==> src/rtl/alu_task_pkg.sv <==
// Shared definitions for the registered 2-operand ALU: opcode encoding and default width.
package alu_task_pkg;

    localparam int ALU_W = 4;

    typedef enum logic [1:0] {
        OP_AND = 2'b00,
        OP_OR  = 2'b01,
        OP_SUB = 2'b10,
        OP_ADD = 2'b11
    } op_e;

endpackage

==> src/rtl/alu_task_core.sv <==
// Stateless ALU datapath. The result is WIDTH+1 bits wide; the top bit carries the
// add carry-out or the subtract borrow.
module alu_task_core
    import alu_task_pkg::*;
#(
    parameter int WIDTH = ALU_W
) (
    input  logic [1:0]       code,
    input  logic [WIDTH-1:0] a,
    input  logic [WIDTH-1:0] b,
    output logic [WIDTH:0]   res
);

    op_e              w_op;
    logic [WIDTH-1:0] w_and;
    logic [WIDTH:0]   w_sum;
    logic [WIDTH:0]   w_diff;

    assign w_op = op_e'(code);

    always_comb begin
        w_and = '0;
        for (int i = 0; i < WIDTH; i++) begin
            w_and[i] = a[i] & b[i];
        end
    end

    // Zero-extend both operands so the MSB of the difference is exactly the borrow.
    assign w_sum  = {1'b0, a} + {1'b0, b};
    assign w_diff = {1'b0, a} - {1'b0, b};

    always_comb begin
        res = '0;
        case (w_op)
            OP_AND:  res = {1'b0, w_and};
            OP_OR:   res = {1'b0, a | b};
            OP_SUB:  res = w_diff;
            OP_ADD:  res = w_sum;
            default: res = '0;
        endcase
    end

endmodule

==> src/rtl/alu_task_unit.sv <==
// Registered ALU leaf: one-cycle latency, result, valid and zero flag held in
// asynchronously reset registers.
module alu_task_unit
    import alu_task_pkg::*;
#(
    parameter int WIDTH = ALU_W
) (
    input  logic             clk,
    input  logic             rst_n,
    input  logic             in_valid,
    input  logic [1:0]       code,
    input  logic [WIDTH-1:0] a,
    input  logic [WIDTH-1:0] b,
    output logic             out_valid,
    output logic [WIDTH:0]   c,
    output logic             zero
);

    logic [WIDTH:0] w_res;
    logic [WIDTH:0] r_c;
    logic           r_valid;
    logic           r_zero;

    alu_task_core #(.WIDTH(WIDTH)) u_core (
        .code (code),
        .a    (a),
        .b    (b),
        .res  (w_res)
    );

    // Handshake: in_valid qualifies code/a/b for one edge; there is no ready, so every
    // valid beat is accepted and out_valid pulses for exactly one cycle per accepted beat.
    // c and zero only update on accepted beats and hold otherwise.
    always_ff @(posedge clk or negedge rst_n) begin
        if (!rst_n) begin
            r_c     <= '0;
            r_valid <= 1'b0;
            r_zero  <= 1'b1;
        end else begin
            r_valid <= in_valid;
            if (in_valid) begin
                r_c    <= w_res;
                r_zero <= (w_res == '0);
            end
        end
    end

    assign c         = r_c;
    assign out_valid = r_valid;
    assign zero      = r_zero;

endmodule

==> config.mk <==
export PLATFORM = sky130hd
export DESIGN_NAME = alu_task_unit
export DESIGN_NICKNAME = d
export VERILOG_FILES = /design/src/rtl/alu_task_pkg.sv /design/src/rtl/alu_task_core.sv /design/src/rtl/alu_task_unit.sv
export SDC_FILE = /design/constraint.sdc
export NUM_CORES = 1
export LEC_CHECK = 0
export ABC_AREA = 1
export CORE_AREA = 2 2 39 41
export DETAILED_ROUTE_END_ITERATION = 6
export DIE_AREA = 0 0 41 43
export DONT_BUFFER_PORTS = 1
export MAX_ROUTING_LAYER = met4
export PLACE_DENSITY = 0.68
export SKIP_LAST_GASP = 1
export SLEW_MARGIN = 20
export SYNTH_ARGS = -nofsm -noshare
export SYNTH_HDL_FRONTEND = slang
export SYNTH_HIERARCHICAL = 1
export SYNTH_SLANG_ARGS = --single-unit
export TNS_END_PERCENT = 50
==> constraint.sdc <==
create_clock -name clk -period 0.8 [get_ports clk]
set_input_delay 0.16 -clock clk [delete_from_list [all_inputs] [get_ports clk]]
set_output_delay 0.16 -clock clk [all_outputs]
set_load 0.02 [all_outputs]
==> qor.json, run 1 <==
{
  "drt": {
    "route.antenna.remaining_nets": 0,
    "detail_route.drc_violations": 0,
    "number_of_iterations_in_the_first_detailed_routing_pass": 4,
    "detail_route.vias_per_cell": 5.168,
    "wire_per_inst_um": 12.06,
    "detail_route.wirelength_um": 1435,
    "routed-via-count": 615,
    "1st_iter_drt_viols": 14
  },
  "sta": {
    "period_needed_ns": 1.340,
    "maxSlewHeadroom": 0.7826,
    "final-setup-viol-count": 12,
    "final_critical_path_setup_slack_ns": -0.5400,
    "clock_skew_ns": 0,
    "final.period_utilization": 1.675,
    "timing.fmax_ghz": 0.7462,
    "timing_worst_slew_pin_value_ns": 0.3250,
    "maxSlewViolCount": 0,
    "report.final.hold_viol_count": 0,
    "whs_ns": 0.02286,
    "rsz0062_at_grt": "yes"
  },
  "place": {
    "place.port_buffers": 0,
    "preCtsSetupSlack_ns": -0.8513,
    "detailed_place_hpwl_um": 1139,
    "finalWeightedCongestion": 0.7858,
    "detailed_place.area_um2": 750.7
  },
  "worst_setup_path": {
    "crit_slowest_cell": "sky130_fd_sc_hd__ha_1",
    "crit_fanout": 6,
    "critical_path.top_delay_family": "simple AND/OR/NAND/NOR gates",
    "required_ns": 0.99,
    "cp_num_cells": 14,
    "timing.setup.critical_path_class": "in2reg",
    "kind_of_capture_point_of_the_worst_setup_path": "register",
    "crit_chain": "inv_12 -> ha_4 -> a21oi_2 -> xor2_1 -> ha_1 -> nand2_1 -> nor2_1 -> nor2_1 -> nand2_1 -> nand2_1 -> nor2_2 -> nor2_4 -> nand3_2 -> nand2_1",
    "max_stage_delay_ns": 0.30,
    "start_kind": "input pin",
    "worst_r2r_path_depth": 2,
    "critical-path-top-cell-by-count": "sky130_fd_sc_hd__nand2_1",
    "critical_path_buf_inv_count": 1,
    "cp.arrival_ns": 1.53
  },
  "synth": {
    "netlist_area_um2": 635.6,
    "yosysWarningCount": 6,
    "number_of_library_cell_types_mapped_by_synthesis": 22,
    "synth_cells": 91,
    "syn_nets": 111,
    "synth.avg_cell_area_um2": 6.985,
    "synth-seq-area-share": 0.2776,
    "synth_seq_cells": 7
  },
  "worst_hold_path": {
    "hold_path.class": "in2reg",
    "hold_path_depth": 2
  },
  "cts": {
    "clk_pin_slew_ns": 0.05,
    "cts-buffers-inserted": 3,
    "cts_setup_buffers": 0,
    "clock-sinks": 7,
    "clock_tree_from_tritoncts": "yes",
    "clk-insertion-delay-late_ns": 0.25,
    "htreeDepth": 1,
    "cts.root.buffer_cell": "sky130_fd_sc_hd__clkbuf_4",
    "clk_path_buf_depth": 2
  },
  "run_status": {
    "outcome": "complete, but fails checks",
    "failed_checks": "setup timing"
  },
  "floorplanning": {
    "std_cell_rows": 14,
    "floorplan.initialDensity": 0.4593,
    "die_area_um2": 1763,
    "core-area_um2": 1384,
    "design.portCount": 20,
    "width_of_the_chip_um": 41,
    "die_h_um": 43
  },
  "power_and_ir_drop": {
    "power_density_nw_per_um2": 1505,
    "totalPowerFinal_mw": 1.250,
    "vdd.ir_drop.worst_v": 0.0005309,
    "power.static_leakage_nw": 0.4286
  },
  "cells_and_area": {
    "drive_above_1_share": 0.2718,
    "finish.instance_area_um2": 830.8,
    "antenna-diode-count": 0,
    "finalNetCount": 124,
    "area_delta_synth_final_pct": 30.71
  },
  "global_route": {
    "grt_pass1_vias": 614,
    "grt_max_degree": 9,
    "grt_pass1_wl_um": 2311,
    "global_route.usage.total": 0.2031,
    "grt_antenna_before_repair": 0,
    "gr-total-overflow": 0
  },
  "job": {
    "cap_viol_max_count": 0
  }
}
[worst register-to-register path, stage by stage (launching register included)]
cell and delay (ns):
sky130_fd_sc_hd__dfstp_2 0.59, sky130_fd_sc_hd__nand2_1 0.07, sky130_fd_sc_hd__nand2_1 0.06
[final cells by class]
cell class | count | area [um2]
clock buffer | 4 | 26.28
fill | 127 | 553.0
inverter | 12 | 72.57
multi-input combinational | 71 | 446.7
sequential | 7 | 176.4
tap | 16 | 20.02
timing repair buffer | 9 | 88.84
[Yosys cell counts]
library cell | instances | area share
sky130_fd_sc_hd__nand2_1 | 28 | 0.17
sky130_fd_sc_hd__inv_1 | 10 | 0.059
sky130_fd_sc_hd__nand3_1 | 10 | 0.079
sky130_fd_sc_hd__nor2_1 | 9 | 0.053
sky130_fd_sc_hd__dfrtp_1 | 6 | 0.24
sky130_fd_sc_hd__ha_1 | 6 | 0.12
sky130_fd_sc_hd__a21oi_1 | 2 | 0.016
sky130_fd_sc_hd__nand2_2 | 2 | 0.020
sky130_fd_sc_hd__nor2_2 | 2 | 0.020
sky130_fd_sc_hd__o21ai_0 | 2 | 0.016
sky130_fd_sc_hd__o21ai_1 | 2 | 0.016
sky130_fd_sc_hd__xor2_1 | 2 | 0.028
sky130_fd_sc_hd__a21oi_2 | 1 | 0.014
sky130_fd_sc_hd__a31oi_1 | 1 | 0.0098
sky130_fd_sc_hd__buf_6 | 1 | 0.018
sky130_fd_sc_hd__dfstp_2 | 1 | 0.041
sky130_fd_sc_hd__fa_1 | 1 | 0.031
sky130_fd_sc_hd__inv_2 | 1 | 0.0059
sky130_fd_sc_hd__inv_4 | 1 | 0.0098
sky130_fd_sc_hd__nand3_2 | 1 | 0.016
sky130_fd_sc_hd__nor2_4 | 1 | 0.018
sky130_fd_sc_hd__o211ai_1 | 1 | 0.012
[flip-flops by register name (all words and copies together) (netlist names)]
register and flops:
c 5, out_valid 1, zero 1
[cells in the final DEF (no fill, tap or decap), drive strengths merged, types with 2 or more instances in the layout]
cell type,netlist,layout
xor2,2,2
dfrtp,6,6
buf,1,7
nor2,12,12
o21ai,4,4
dlygate4sd3,0,2
a21oi,3,3
nand2,30,30
nand3,11,11
inv,12,12
clkbuf,0,4
ha,6,6
[per-stage QoR]
stage / util / cells / setup TNS, ns
after floorplan: - / 91 / -3.149
after global placement: 0.5425 / 113 / -3.807
after detailed placement: 0.5425 / 113 / -3.969
after CTS: 0.6004 / 119 / -3.102
after global routing: 0.6004 / 119 / -3.766
final: 0.6004 / 119 / -3.025
[cell families (layout without fill, tap and decap cells)]
family | count (synthesis) | count (layout) | synth area share
AND/OR/NAND/NOR | 53 | 53 | 0.3701
AO/OA/AOI/OAI | 9 | 9 | 0.08269
XOR/XNOR | 2 | 2 | 0.02756
adder cells (fa/ha/maj) | 7 | 7 | 0.1496
flip-flops | 7 | 7 | 0.2776
buffers and inverters | 13 | 25 | 0.09253
[report_power, final]
group          total, mW  switching, mW  internal (mW)
Combinational      0.441          0.229          0.212
Clock              0.324          0.133          0.191
Sequential         0.485         0.0817          0.403
[per-layer routing]
metal	share of wire	vias to the layer above	routed length, um	GRT usage
li1	-	314	-	-
met1	0.40	279	569	0.2006
met2	0.52	18	742	0.3344
met3	0.048	4	69	0.005236
met4	0.038	0	54	0.1800
met5	0	-	0	-
[final timing paths]
| kind | start | endpoint | slack, ns |
|---|---|---|---|
| setup / recovery | b[1] | zero$_DFFE_PN1P_ | -0.54 |
| hold / removal | in_valid | c[0]$_DFFE_PN0P_ | 0.02 |
| setup reg to reg | zero$_DFFE_PN1P_ | zero$_DFFE_PN1P_ | 0.03 |
| hold reg to reg | zero$_DFFE_PN1P_ | zero$_DFFE_PN1P_ | 0.52 |
| max in group asynchronous | rst_n | zero$_DFFE_PN1P_ | 0.27 |
| min in group asynchronous | rst_n | out_valid$_DFF_PN0_ | 0.24 |
[what timing repair did]
action / CTS / global route
hold buffers: 2 / 0
endpoints found under the hold margin: 9 / 0
setup endpoints to repair: 12 / 12
pin swaps: 10 / 2
resized for setup: 8 / 0
(Power assumes the default switching activity.)
==> run 2: changes to the inputs <==
Settings changed: HOLD_SLACK_MARGIN set to 0.08, RECOVER_POWER set to 25.
==> qor.json, run 2 (synthesized netlist as in run 1, its figures left out) <==
{
  "worst_setup_path": {
    "max_stage_delay_ns": 0.30,
    "reg2reg_to": "zero$_DFFE_PN1P_",
    "start_kind": "input pin",
    "crit_slowest_cell": "sky130_fd_sc_hd__ha_1",
    "worst_r2r_path_depth": 2,
    "critical_path.top_delay_family": "simple AND/OR/NAND/NOR gates",
    "critical-path-top-cell-by-count": "sky130_fd_sc_hd__nand2_1",
    "crit_fanout": 6,
    "timing.setup.critical_path_class": "in2reg",
    "crit_chain": "inv_12 -> ha_4 -> a21oi_2 -> xor2_1 -> ha_1 -> nand2_1 -> nor2_1 -> nor2_1 -> nand2_1 -> nand2_1 -> nor2_2 -> nor2_4 -> nand3_2 -> nand2_1",
    "kind_of_capture_point_of_the_worst_setup_path": "register",
    "r2r_start": "zero$_DFFE_PN1P_",
    "critical_path_buf_inv_count": 1,
    "required_ns": 0.99,
    "cp.arrival_ns": 1.54,
    "r2r_slack_ns": 0.03
  },
  "floorplanning": {
    "core-area_um2": 1384,
    "die_h_um": 43,
    "std_cell_rows": 14,
    "width_of_the_chip_um": 41,
    "design.portCount": 20,
    "floorplan.initialDensity": 0.4593,
    "die_area_um2": 1763
  },
  "global_route": {
    "grt_antenna_before_repair": 0,
    "gr-total-overflow": 0,
    "global_route.usage.total": 0.2031,
    "grt_pass1_vias": 613,
    "grt_pass1_wl_um": 2318,
    "grt_max_degree": 9
  },
  "power_and_ir_drop": {
    "power.static_leakage_nw": 0.4328,
    "power_density_nw_per_um2": 1496,
    "vdd.ir_drop.worst_v": 0.0005358
  },
  "sta": {
    "rsz0062_at_grt": "yes",
    "final.period_utilization": 1.679,
    "timing.fmax_ghz": 0.7447,
    "period_needed_ns": 1.343,
    "maxSlewHeadroom": 0.7861,
    "report.final.hold_viol_count": 0,
    "final_critical_path_setup_slack_ns": -0.5429,
    "final.setup.tns_ns": -3.036,
    "clock_skew_ns": 0,
    "maxSlewViolCount": 0,
    "final-setup-viol-count": 12,
    "timing_worst_slew_pin_value_ns": 0.3197
  },
  "run_status": {
    "outcome": "complete, but fails checks",
    "failed_checks": "setup timing"
  },
  "drt": {
    "detail_route.vias_per_cell": 5.200,
    "routed-via-count": 624,
    "route.antenna.remaining_nets": 0,
    "detail_route.wirelength_um": 1425,
    "1st_iter_drt_viols": 13,
    "detail_route.drc_violations": 0,
    "wire_per_inst_um": 11.88,
    "number_of_iterations_in_the_first_detailed_routing_pass": 5
  },
  "cts": {
    "clk-insertion-delay-late_ns": 0.25,
    "clk_path_buf_depth": 2,
    "cts.root.buffer_cell": "sky130_fd_sc_hd__clkbuf_4",
    "clock_tree_from_tritoncts": "yes",
    "cts_setup_buffers": 0,
    "clock-sinks": 7,
    "cts-buffers-inserted": 3,
    "htreeDepth": 1,
    "clk_pin_slew_ns": 0.06
  },
  "cells_and_area": {
    "mostFrequentLayoutCell": "sky130_fd_sc_hd__nand2_1",
    "largest_reg_flops": 5,
    "area_delta_synth_final_pct": 32.28,
    "filler_cells_inserted": 125,
    "antenna-diode-count": 0,
    "drive_above_1_share": 0.2692,
    "finalNetCount": 125,
    "highest_count_cells_in_the_layout_ignoring_fill_and_taps": "26 x sky130_fd_sc_hd__nand2_1, 9 x sky130_fd_sc_hd__nor2_1, 9 x sky130_fd_sc_hd__nand3_1, 8 x sky130_fd_sc_hd__inv_1, 6 x sky130_fd_sc_hd__dfrtp_1"
  },
  "place": {
    "place.port_buffers": 0,
    "detailed_place_hpwl_um": 1139,
    "preCtsSetupSlack_ns": -0.8513,
    "finalWeightedCongestion": 0.7858
  },
  "job": {
    "cap_viol_max_count": 0
  },
  "worst_hold_path": {
    "hold_path_end": "c[0]$_DFFE_PN0P_",
    "hold_path_depth": 3,
    "hold_path_startpoint": "in_valid",
    "hold_path.class": "in2reg"
  }
}
## run 2: cell types whose count changed in the layout (fill, tap and decap cells not counted), sizes merged
cell,delta
dlygate4sd3,+1
## run 2: worst max path at each step
stage | from | to | slack, ns | cells past startpoint
after floorplan | b[1] | zero$_DFFE_PN1P_ | -0.72 | 14
after global placement | b[0] | zero$_DFFE_PN1P_ | -0.81 | 14
after detailed placement | b[1] | zero$_DFFE_PN1P_ | -0.85 | 14
after CTS | b[1] | zero$_DFFE_PN1P_ | -0.55 | 14
after global routing | b[1] | zero$_DFFE_PN1P_ | -0.66 | 14
final | b[1] | zero$_DFFE_PN1P_ | -0.54 | 14
## run 2: report_power, final
group / total (mW) / leakage, nW / internal, mW / switching [mW]
clock network: 0.327 / 0.0150 / 0.191 / 0.136
logic: 0.447 / 0.335 / 0.215 / 0.232
registers: 0.484 / 0.0833 / 0.403 / 0.0810
## run 2: final cells by class
cell class                      instances  area [um2]  area share
Clock buffer                            4       26.28     0.03125
Timing Repair Buffer                   10       98.84      0.1176
Sequential cell                         7       176.4      0.2098
Multi-Input combinational cell         71       446.7      0.5312
Inverter                               12       72.57     0.08631
Tap cell                               16       20.02     0.02381
## run 2: through the flow
| step | cell area (um2) | power [mW] | hold WS [ns] | std cells | util |
|---|---|---|---|---|---|
| 6_report | 840.8 | 1.258 | 0.08945 | 120 | 0.6076 |
| 5_1_grt | 840.8 | 1.358 | 0.09618 | 120 | 0.6076 |
| 4_1_cts | 840.8 | 1.275 | 0.08426 | 120 | 0.6076 |
| 3_5_place_dp | 750.7 | 0.8880 | -0.1354 | 113 | 0.5425 |
| 3_3_place_gp | 750.7 | 0.8743 | -0.1355 | 113 | 0.5425 |
| 2_1_floorplan | 676.9 | 0.7802 | -0.1356 | 91 | - |
## run 2: routing by layer
layer | share of wire | GRT usage | vias up
met3 | 0.052 | 0.005236 | 4
li1 | - | - | 316
met1 | 0.39 | 0.2006 | 282
met2 | 0.52 | 0.3344 | 22
met4 | 0.038 | 0.1800 | 0
met5 | 0 | - | -
## run 2: worst register-to-register path: cells and delay by family, from the launching register on
kind          cells  cell delay [ns]
flops             1             0.59
simple gates      2             0.13
## run 2: repair_timing
action,CTS,global route
hold endpoints to repair,14,0
endpoints found under the setup margin,12,13
pin swaps,10,2
resized for setup,8,0
hold buffers,3,0
